--- src/rtl/sar_search_16b.sv ---
// sar_search_16b: successive-approximation search that recovers an unknown target
// by driving trial values into an external magnitude comparator and reading its flags.
module sar_search_16b #(
  parameter int WIDTH      = 16,
  parameter bit EARLY_EXIT = 1'b1
) (
  input  logic             clk,
  input  logic             rst_n,
  input  logic             start,
  input  logic             cmp_greater,
  input  logic             cmp_equal,
  input  logic             cmp_less,
  output logic [WIDTH-1:0] trial,
  output logic             busy,
  output logic             done,
  output logic [WIDTH-1:0] result,
  output logic [4:0]       steps,
  output logic             flag_err
);
  localparam int IW = $clog2(WIDTH);
  localparam logic [1:0] IDLE   = 2'd0;
  localparam logic [1:0] SEARCH = 2'd1;
  localparam logic [1:0] DONE   = 2'd2;
  logic [1:0]       state_q, state_d;
  logic [WIDTH-1:0] acc_q, acc_d, result_q, result_d, trial_w, acc_nx;
  logic [IW-1:0]    idx_q, idx_d;
  logic [4:0]       steps_q, steps_d;
  logic             err_q, err_d, flags_ok;
  assign trial_w  = acc_q | (WIDTH'(1) << idx_q);
  assign flags_ok = $onehot({cmp_greater, cmp_equal, cmp_less});
  assign acc_nx   = cmp_less ? acc_q : trial_w;
  always_comb begin
    state_d  = state_q;
    acc_d    = acc_q;
    idx_d    = idx_q;
    steps_d  = steps_q;
    result_d = result_q;
    err_d    = err_q;
    case (state_q)
      IDLE: if (start) begin
        acc_d   = '0;
        idx_d   = IW'(WIDTH - 1);
        steps_d = '0;
        err_d   = 1'b0;
        state_d = SEARCH;
      end
      SEARCH: begin
        steps_d = steps_q + 5'd1;
        if (!flags_ok) begin
          err_d    = 1'b1;
          result_d = acc_q;
          state_d  = DONE;
        end else if (cmp_equal && EARLY_EXIT) begin
          result_d = trial_w;
          state_d  = DONE;
        end else begin
          acc_d    = acc_nx;
          idx_d    = idx_q - IW'(1);
          result_d = (idx_q == '0) ? acc_nx : result_q;
          state_d  = (idx_q == '0) ? DONE : SEARCH;
        end
      end
      default: state_d = IDLE;
    endcase
  end
  always_ff @(posedge clk) begin
    if (!rst_n) begin
      state_q  <= IDLE;
      acc_q    <= '0;
      idx_q    <= '0;
      steps_q  <= '0;
      result_q <= '0;
      err_q    <= 1'b0;
    end else begin
      state_q  <= state_d;
      acc_q    <= acc_d;
      idx_q    <= idx_d;
      steps_q  <= steps_d;
      result_q <= result_d;
      err_q    <= err_d;
    end
  end
  assign trial    = (state_q == SEARCH) ? trial_w : '0;
  assign busy     = state_q == SEARCH;
  assign done     = state_q == DONE;
  assign result   = result_q;
  assign steps    = steps_q;
  assign flag_err = err_q;
endmodule

--- config.mk ---
export PLATFORM = sky130hd
export DESIGN_NAME = sar_search_16b
export DESIGN_NICKNAME = d
export VERILOG_FILES = /design/src/rtl/sar_search_16b.sv
export SDC_FILE = /design/constraint.sdc
export NUM_CORES = 1
export LEC_CHECK = 0
export CAP_MARGIN = 20
export CORE_ASPECT_RATIO = 0.75
export CORE_MARGIN = 4
export CORE_UTILIZATION = 45
export DETAILED_ROUTE_END_ITERATION = 10
export HOLD_SLACK_MARGIN = 0.06
export PLACE_DENSITY = 0.72
export SLEW_MARGIN = 20
export SYNTH_ARGS = -nofsm -noshare
export SYNTH_HDL_FRONTEND = slang
export SYNTH_SLANG_ARGS = --single-unit
--- constraint.sdc ---
create_clock -name clk -period 2.3 [get_ports clk]
set_input_delay 0.69 -clock clk [delete_from_list [all_inputs] [get_ports clk]]
set_output_delay 0.69 -clock clk [all_outputs]
set_load 0.05 [all_outputs]
* Word level (Yosys, flattened, before mapping) *
Cells that the tools add are included.

word-level totals
  register bits = 44
  bits in latches = 0
  bits in writable memories = 0
  bits in read-only memories = 0
  input port bits = 6
  output and inout port bits = 40
  word-level logic and storage cells = 50
  memories kept = 0

operators by class
  add/sub/neg operators = 4
  multipliers = 0
  divide/modulo/power cells = 0
  $lt $le $gt $ge = 0
  equal/unequal tests = 8
  shifts and indexed selects = 1
  mux-type cells = 23
  bitwise gates (word level) = 1
  reductions and logical operators = 7

operators by type and width
  cell                  count
  $mux 16               8
  $pmux 16 s2           1
  $or 16x16->16         1
  $shl 1x4->16 const A  1
  $mux 4                3
  $pmux 5 s2            1
  $mux 2                4
  $pmux 4 s2            1
  $ne 2x2->1 const B    3
  $add 5x1->5 const B   1
  $mux 5                1
  $eq 2x1->1 const B    2
  $logic_not 4->1       1
  $pmux 2 s2            1
  $reduce_and 2->1      2
  $reduce_and 4->1      1
  $sub 4x1->4 const B   1
  $ne 3x2->1 const B    1
  $reduce_and 3->1      1
  $add 1x1->2           1
  $add 2x1->2           1
  $eq 2x2->1 const B    1
  $logic_not 2->1       1
  $mux 1                2
  other kinds (3)       3

* Depth between registers and ports, before layout *
Gate-level depths: netlist of run 1.

  word-level depth = 6
  gate-level depth with buffers = 8
  depth with buffers taken out = 6

* Least setup slack after synthesis of run 1 *
OpenSTA, ideal clock, no wires.

  kind = register to output
  start = register idx_q[0]
  end = output trial[0]
  arrival time = 1.927 ns
  setup slack = -0.317 ns
  stages on the path, launching flop included = 6
  path buffers = 1
  cell sequence = dfxtp_1 -> inv_1 -> ha_1 -> buf_4 -> or3b_4 -> a21oi_1

between the ends
  word-level cells in the longest chain between the ends = 3

ends and longest elaborated chain
  what                      line  source
  start: declaration        26    logic [IW-1:0] idx_q, idx_d;
  start signal: assignment  77    idx_q <= idx_d;
  $shl 1x4->16              29    assign trial_w = acc_q | (WIDTH'(1) << idx_q);
  $or 16x16->16             29
  $mux 16                   83    assign trial = (state_q == SEARCH) ? trial_w : '0;
  end: declaration          13    output logic [WIDTH-1:0] trial,

No other way between the ends.

* Final worst setup path of run 1 *
Ends and elaborated chain as after synthesis.

==> reports/metrics.cfg, run 1 <==
[sta]
fin_crit_ns = 2.33
tightestPinTransition_ns = 0.507
period_share_pct = 101
worst_hold_slack_ns = 0.488
slew_violations = 0
tns_ns = -0.0294
rsz0062_at_grt = true
relSlewSlack_pct = 66.1
final_hold_viol_count = 0
fin_skew_ns = 0.00861
fin_ws_ns = -0.0294
fmax_ghz = 0.429
setup_violations = 1

[logic_synthesis]
synth_fp_nets = 264
netlist.area_leader.share_pct = 41.8
synth-seq-cells = 44
synth-simple-area-share_pct = 17.0
ys_top_cells_by_area = dfxtp_1, a31oi_1, nor2_1, a21oi_1, a21oi_2
synth-adder-area-share_pct = 4.51
postSynthAreaPerCell_um2 = 8.39
synthMuxAreaShare_pct = 0.534
synthTopCellsByCount = dfxtp_1, nor2_1, a31oi_1, a21oi_1, a21oi_2
synth.largest_area_cell = dfxtp_1
synth_edf_count = 0
ys.flop_type = dfxtp_1
synthCells = 251
yosysMostFrequentCell = dfxtp_1
synthXorXnorAreaFrac_pct = 0.416
synth-warning-count = 0
ys_seq_area_share_pct = 41.8
synth_top_family_by_area = compound AO/OA/AOI/OAI gates
synth_compound_area_share_pct = 29.2
synth.distinct_cells = 38
syn_area_um2 = 2110
async_flop_share_pct = 0

[detailed_routing]
viasPerCell = 5.64
route.detailed.drc = 0
ant_nets = 0
wl_per_cell_um = 16.1
drt_iter0_drc = 192
routed_wl_mm = 5.91
num_vias = 2065
firstDrtPassIters = 4

[min_path]
hold_path.class = reg -> reg

[placement]
placed_cell_area_um2 = 2770
gp_congestion = 0.777
placed_cells = 352
dpl.hpwl_mm = 4.07
io_buffers = 45

[clocking]
holdBufCountCts = 0
numCtsBuffers = 5
root_buffer = clkbuf_8
clock-sinks = 44
clkLatencyLatePin_ns = 0.30
htree_levels = 2
cts_buffer_depth = 2
cts_tree = done
path_clk_slew_ns = 0.08

[layout]
design_area_um2 = 3020
fin_nets = 321
multi_input_area_um2 = 1160
stdcell_count = 366
syn2layout_area_growth_pct = 43.5
register_area_um2 = 891
insertedDiodeCount = 0
drive_above_1_share_pct = 29.1
nFillCells = 346

[setup_path]
cp_slowest_stage_delay_ns = 0.40
crit_required_ns = 1.61
crit_arrival_ns = 1.64
cp_cell_sequence = inv_4 > ha_4 > or3b_4 > a21oi_4 > buf_12
cp_num_buf_inv = 2
cp_max_fo = 4
worstSetupPathType = reg -> out
crit_family = simple AND/OR/NAND/NOR gates
cp-end-kind = primary output
cp_slowest_cell = or3b_4
crit_path_start_kind = flip-flop

[power_and_ir_drop]
p_per_area_nw_per_um2 = 675
power_leakage_uw = 0.00111
peakVddDrop_mv = 0.375

[global_routing]
antenna_found_initial = 0
grt-ovfl-total = 0
grt_max_degree = 29
grt_pass1_vias = 1869
grtUsageTotal_pct = 21.0
grt_pass1_wl_mm = 9.44

[floorplanning]
io_pins = 46
fp.dieH_um = 67.3
die_x_um = 87.0
rows = 21
dieArea_um2 = 5850
core_um2 = 4490
initial_utilization_pct = 46.9

[run_status]
status = complete, but fails checks
violations = setup timing

[job]
max_cap_violations = 0

## through the flow
| step | setup slack, ns | util (%) | total power [µW] |
|---|---|---|---|
| after floorplan | -0.0142 | - | 1170 |
| after CTS | -0.0358 | 65.8 | 2010 |
| after global placement | -0.401 | 61.7 | 1340 |
| final | -0.0294 | 67.3 | 2040 |
| after global routing | -0.0627 | 67.3 | 2110 |
| after detailed placement | -0.427 | 61.7 | 1350 |
## area by class of cell
type                    instances  share of cell area [%]
clock buffers                   7                    3.19
flip-flops and latches         44                    29.5
clock inverters                 1                   0.993
well taps                      57                    2.36
repair buffers                 70                    24.4
inverters                       8                    1.16
multi-input cells             179                    38.4
## path summary, 6_finish.rpt
kind | startpoint | endpoint | slack, ns | cells after the start
worst max-delay path | idx_q[0] | trial[0] | -0.03 | 5
worst min-delay path | acc_q[15] | acc_q[15] | 0.49 | 2
worst max register to register | idx_q[0] | result[15] | 0.44 | 8
worst min register to register | acc_q[15] | acc_q[15] | 0.49 | 2
## kinds of logic after synthesis
kind of cell,Yosys count
AO/OA/AOI/OAI,97
XOR/XNOR,1
adder cells (fa/ha/maj),7
buffers and inverters,28
flip-flops,44
multiplexers,1
AND/OR/NAND/NOR,73
## cell usage in the layout, fill, tap and decap left out, drive strengths merged, types with 2 or more instances in the layout
master,count
nand3,4
dlygate4sd2,3
o21ai,16
a22oi,2
a211oi,2
nand4,2
a21oi,43
a311oi,2
nor2,41
nand2b,3
clkbuf,7
ha,6
or2,2
buf,45
and2,2
a31oi,29
nand2,4
clkdlybuf4s50,22
or3,2
inv,8
nor2b,7
dfxtp,44
## repair_timing
action                     4_1_cts  5_1_grt
setup endpoints to repair       44       29
buffers inserted                 5        1
resized for setup               12       15
pin swaps                        5        2
cloned                           0        0
## worst min-delay path, stage by stage, from the launching register on
cell and delay [ns]:
dfxtp_1 0.33, nand2_1 0.06, a21oi_1 0.05
## layer usage
metal  up-vias  global-route usage, %  wire [µm]  share of wire, %
met5         -                      0          0                 0
met4         0                   4.67         39              0.66
met3         4                   3.78        447               7.6
met2        86                   32.5       2620                44
met1       960                   30.5       2810                47
li1       1015                      -          -                 -
## state kept, by name, summed over array words and instances (netlist names)
signal,flops
acc_q,16
steps,5
result,16
state_q,2
flag_err,1
idx_q,4
## power breakdown
group	total, µW	internal [µW]	switching [µW]	leakage [µW]
Sequential	834	801	33.1	0.000360
Clock	657	383	274	0.0000645
Combinational	550	212	338	0.000682
Total	2040	1400	645	0.00111
(Power assumes the default switching activity.)
==> inputs of run 2 (changes only) <==
--- a/config.mk
+++ b/config.mk
@@ -8,10 +8,11 @@
 export CAP_MARGIN = 20
 export CORE_ASPECT_RATIO = 0.75
 export CORE_MARGIN = 4
-export CORE_UTILIZATION = 45
+export CORE_UTILIZATION = 47
+export CTS_BUF_LIST = sky130_fd_sc_hd__clkbuf_2
 export DETAILED_ROUTE_END_ITERATION = 10
 export HOLD_SLACK_MARGIN = 0.06
-export PLACE_DENSITY = 0.72
+export PLACE_DENSITY = 0.75
 export SLEW_MARGIN = 20
 export SYNTH_ARGS = -nofsm -noshare
 export SYNTH_HDL_FRONTEND = slang
==> run 2 against run 1 <==
  * The flow still finishes with violations (setup timing)
  * Maximum frequency is 6.3% lower
  * Setup slack lost 0.16 ns
  * Sequential share of layout area down 2.8 points
  * First-iteration DRC count is 18% higher
  * Non-clock buffer count increased by 23
  * Sequential cell count did not move
  * Register-to-register slack worse by 0.03 ns
  * Worst hold slack improved by 0.0082 ns
  * Core utilization grew 13 points
  * Sequential power up 0.8%
==> reports/metrics.cfg, run 2 (same netlist as run 1, synthesis figures left out) <==
[setup_path]
cp-end-kind = primary output  ; unchanged
crit_required_ns = 1.61  ; about the same
cp_max_fo = 3  ; was 4
crit_arrival_ns = 1.80  ; was 1.64 ns
r2r_cells = 7  ; was 8
crit_path_start_kind = flip-flop  ; unchanged
worstSetupPathType = reg -> out  ; unchanged
rrSetupSlack_ns = 0.41  ; was 0.44 ns

[sta]
slew_violations = 0  ; unchanged
fmax_ghz = 0.402  ; was 0.429 GHz
tightestPinTransition_ns = 0.495  ; was 0.507 ns
fin_ws_ns = -0.187  ; was -0.0294 ns
final_hold_viol_count = 0  ; unchanged
rsz0062_at_grt = true  ; unchanged
period_share_pct = 108  ; was 101%
setup_violations = 10  ; was 1
tns_ns = -0.915  ; was -0.0294 ns
relSlewSlack_pct = 67.1  ; was 66.1%
fin_crit_ns = 2.49  ; was 2.33 ns
fin_skew_ns = 0.0111  ; was 0.00861 ns

[layout]
design_area_um2 = 3350  ; was 3020 µm²
stdcell_count = 387  ; was 366
syn2layout_area_growth_pct = 58.9  ; was 43.5%
final_cell_mix = buf_4, dfxtp_1, nor2_1, a31oi_1  ; was dfxtp_1, nor2_1, buf_4, a31oi_1, a21oi_1
mostFrequentLayoutCell = buf_4  ; was dfxtp_1
drive_above_1_share_pct = 39.5  ; was 29.1%
insertedDiodeCount = 0  ; unchanged
fin_nets = 344  ; was 321

[clocking]
cts_buffer_depth = 2  ; unchanged
clkLatencyLatePin_ns = 0.45  ; was 0.30 ns
numCtsBuffers = 5  ; unchanged
path_clk_slew_ns = 0.23  ; was 0.08 ns
holdBufCountCts = 0  ; unchanged
htree_levels = 2  ; unchanged
clock-sinks = 44  ; unchanged
root_buffer = clkbuf_2  ; was clkbuf_8
cts_tree = done  ; unchanged

[power_and_ir_drop]
power_leakage_uw = 0.00135  ; was 0.00111 µW
p_per_area_nw_per_um2 = 654  ; was 675 nW/µm²
clkPwrFrac_pct = 31.2  ; was 32.2%
combPwrFrac_pct = 30.4  ; was 26.9%
p_int_uw = 1480  ; was 1400 µW
power_frac_seq_pct = 38.4  ; was 40.9%
switching_share_pct = 32.4  ; was 31.6%
peakVddDrop_mv = 0.440  ; was 0.375 mV
p_switching_uw = 709  ; was 645 µW

[global_routing]
grtUsageTotal_pct = 23.6  ; was 21.0%
grt_pass1_vias = 1972  ; was 1,869
grt_use_met1_pct = 33.2  ; was 30.5%
grt_max_degree = 20  ; was 29
grt-ovfl-total = 0  ; unchanged
gr-usage-met3_pct = 7.60  ; was 3.78%
antenna_found_initial = 0  ; unchanged
grt.busiest_layer = met2  ; unchanged
use_met2_pct = 34.9  ; was 32.5%
grt_pass1_wl_mm = 10.3  ; was 9.44 mm

[placement]
placed_cell_area_um2 = 2810  ; was 2770 µm²
placed_cells = 355  ; was 352
dpl.hpwl_mm = 4.23  ; was 4.07 mm
gp_congestion = 0.836  ; was 0.777
io_buffers = 45  ; unchanged

[run_status]
status = complete, but fails checks  ; unchanged
violations = setup timing  ; unchanged

[floorplanning]
initial_utilization_pct = 50.4  ; was 46.9%
fp.dieH_um = 66.0  ; was 67.3 µm
dieArea_um2 = 5630  ; was 5850 µm²
io_pins = 46  ; unchanged
core_um2 = 4180  ; was 4490 µm²
rows = 20  ; was 21
die_x_um = 85.3  ; was 87.0 µm

[job]
max_cap_violations = 0  ; unchanged

[detailed_routing]
ant_nets = 0  ; unchanged
firstDrtPassIters = 5  ; was 4
num_vias = 2293  ; was 2,065
viasPerCell = 5.93  ; was 5.64
wl_per_cell_um = 18.1  ; was 16.1 µm
drt_iter0_drc = 226  ; was 192
route.detailed.drc = 0  ; unchanged
routed_wl_mm = 7.02  ; was 5.91 mm

[min_path]
hold_path.class = reg -> reg  ; unchanged
holdPathStages = 2  ; unchanged

==> run 2: area by class of cell <==
| class | count | area, µm² |
|---|---|---|
| multi-input cells | 179 | 1280 |
| repair buffers | 93 | 957 |
| flip-flops and latches | 44 | 893 |
| fillers | 242 | 831 |
| clock inverters | 3 | 90.1 |
| well taps | 55 | 68.8 |
| inverters | 8 | 35.0 |
| clock buffers | 5 | 25.0 |
==> run 2: path summary, 6_finish.rpt <==
path	to	startpoint
worst max-delay path	trial[0]	idx_q[0]
worst min-delay path	steps[4]	steps[4]
worst max register to register	result[15]	idx_q[0]
worst min register to register	steps[4]	steps[4]
==> run 2: routing by layer <==
layer  vias to the layer above  routed length (µm)
met1                      1103                3120
li1                       1055                   -
met2                       117                3130
met5                         -                   0
met4                         0                 191
met3                        18                 579
==> run 2: power by group through the flow <==
| stage | Combinational [µW] | Clock, µW | Sequential, µW |
|---|---|---|---|
| after floorplan | 246 | 0 | 929 |
| after global placement | 504 | 0 | 845 |
| after detailed placement | 512 | 0 | 847 |
| after CTS | 568 | 676 | 834 |
| after global routing | 704 | 713 | 846 |
| final | 667 | 682 | 841 |
==> run 2: worst max-delay path, cell delays in order, from the launching register on <==
cell and delay, ns:
dfxtp_4 0.41, inv_4 0.07, ha_4 0.12, or3b_4 0.41, a21oi_4 0.19, buf_12 0.15
==> run 2: timing repair <==
action                                  CTS  global route
endpoints found under the setup margin   38            33
cloned                                    2             1
resized for setup                        50            36
buffers inserted                         13             9
pin swaps                                 7            11
==> run 2: through the flow <==
stage          hold WS, ns  setup WS (ns)  power, µW  utilization [%]
2_1_floorplan        0.437        -0.0142       1170                -
3_3_place_gp         0.450         -0.387       1350             67.2
3_5_place_dp         0.463         -0.482       1360             67.2
4_1_cts              0.494         -0.143       2080             74.6
5_1_grt              0.520         -0.245       2260             80.1
6_report             0.497         -0.187       2190             80.1
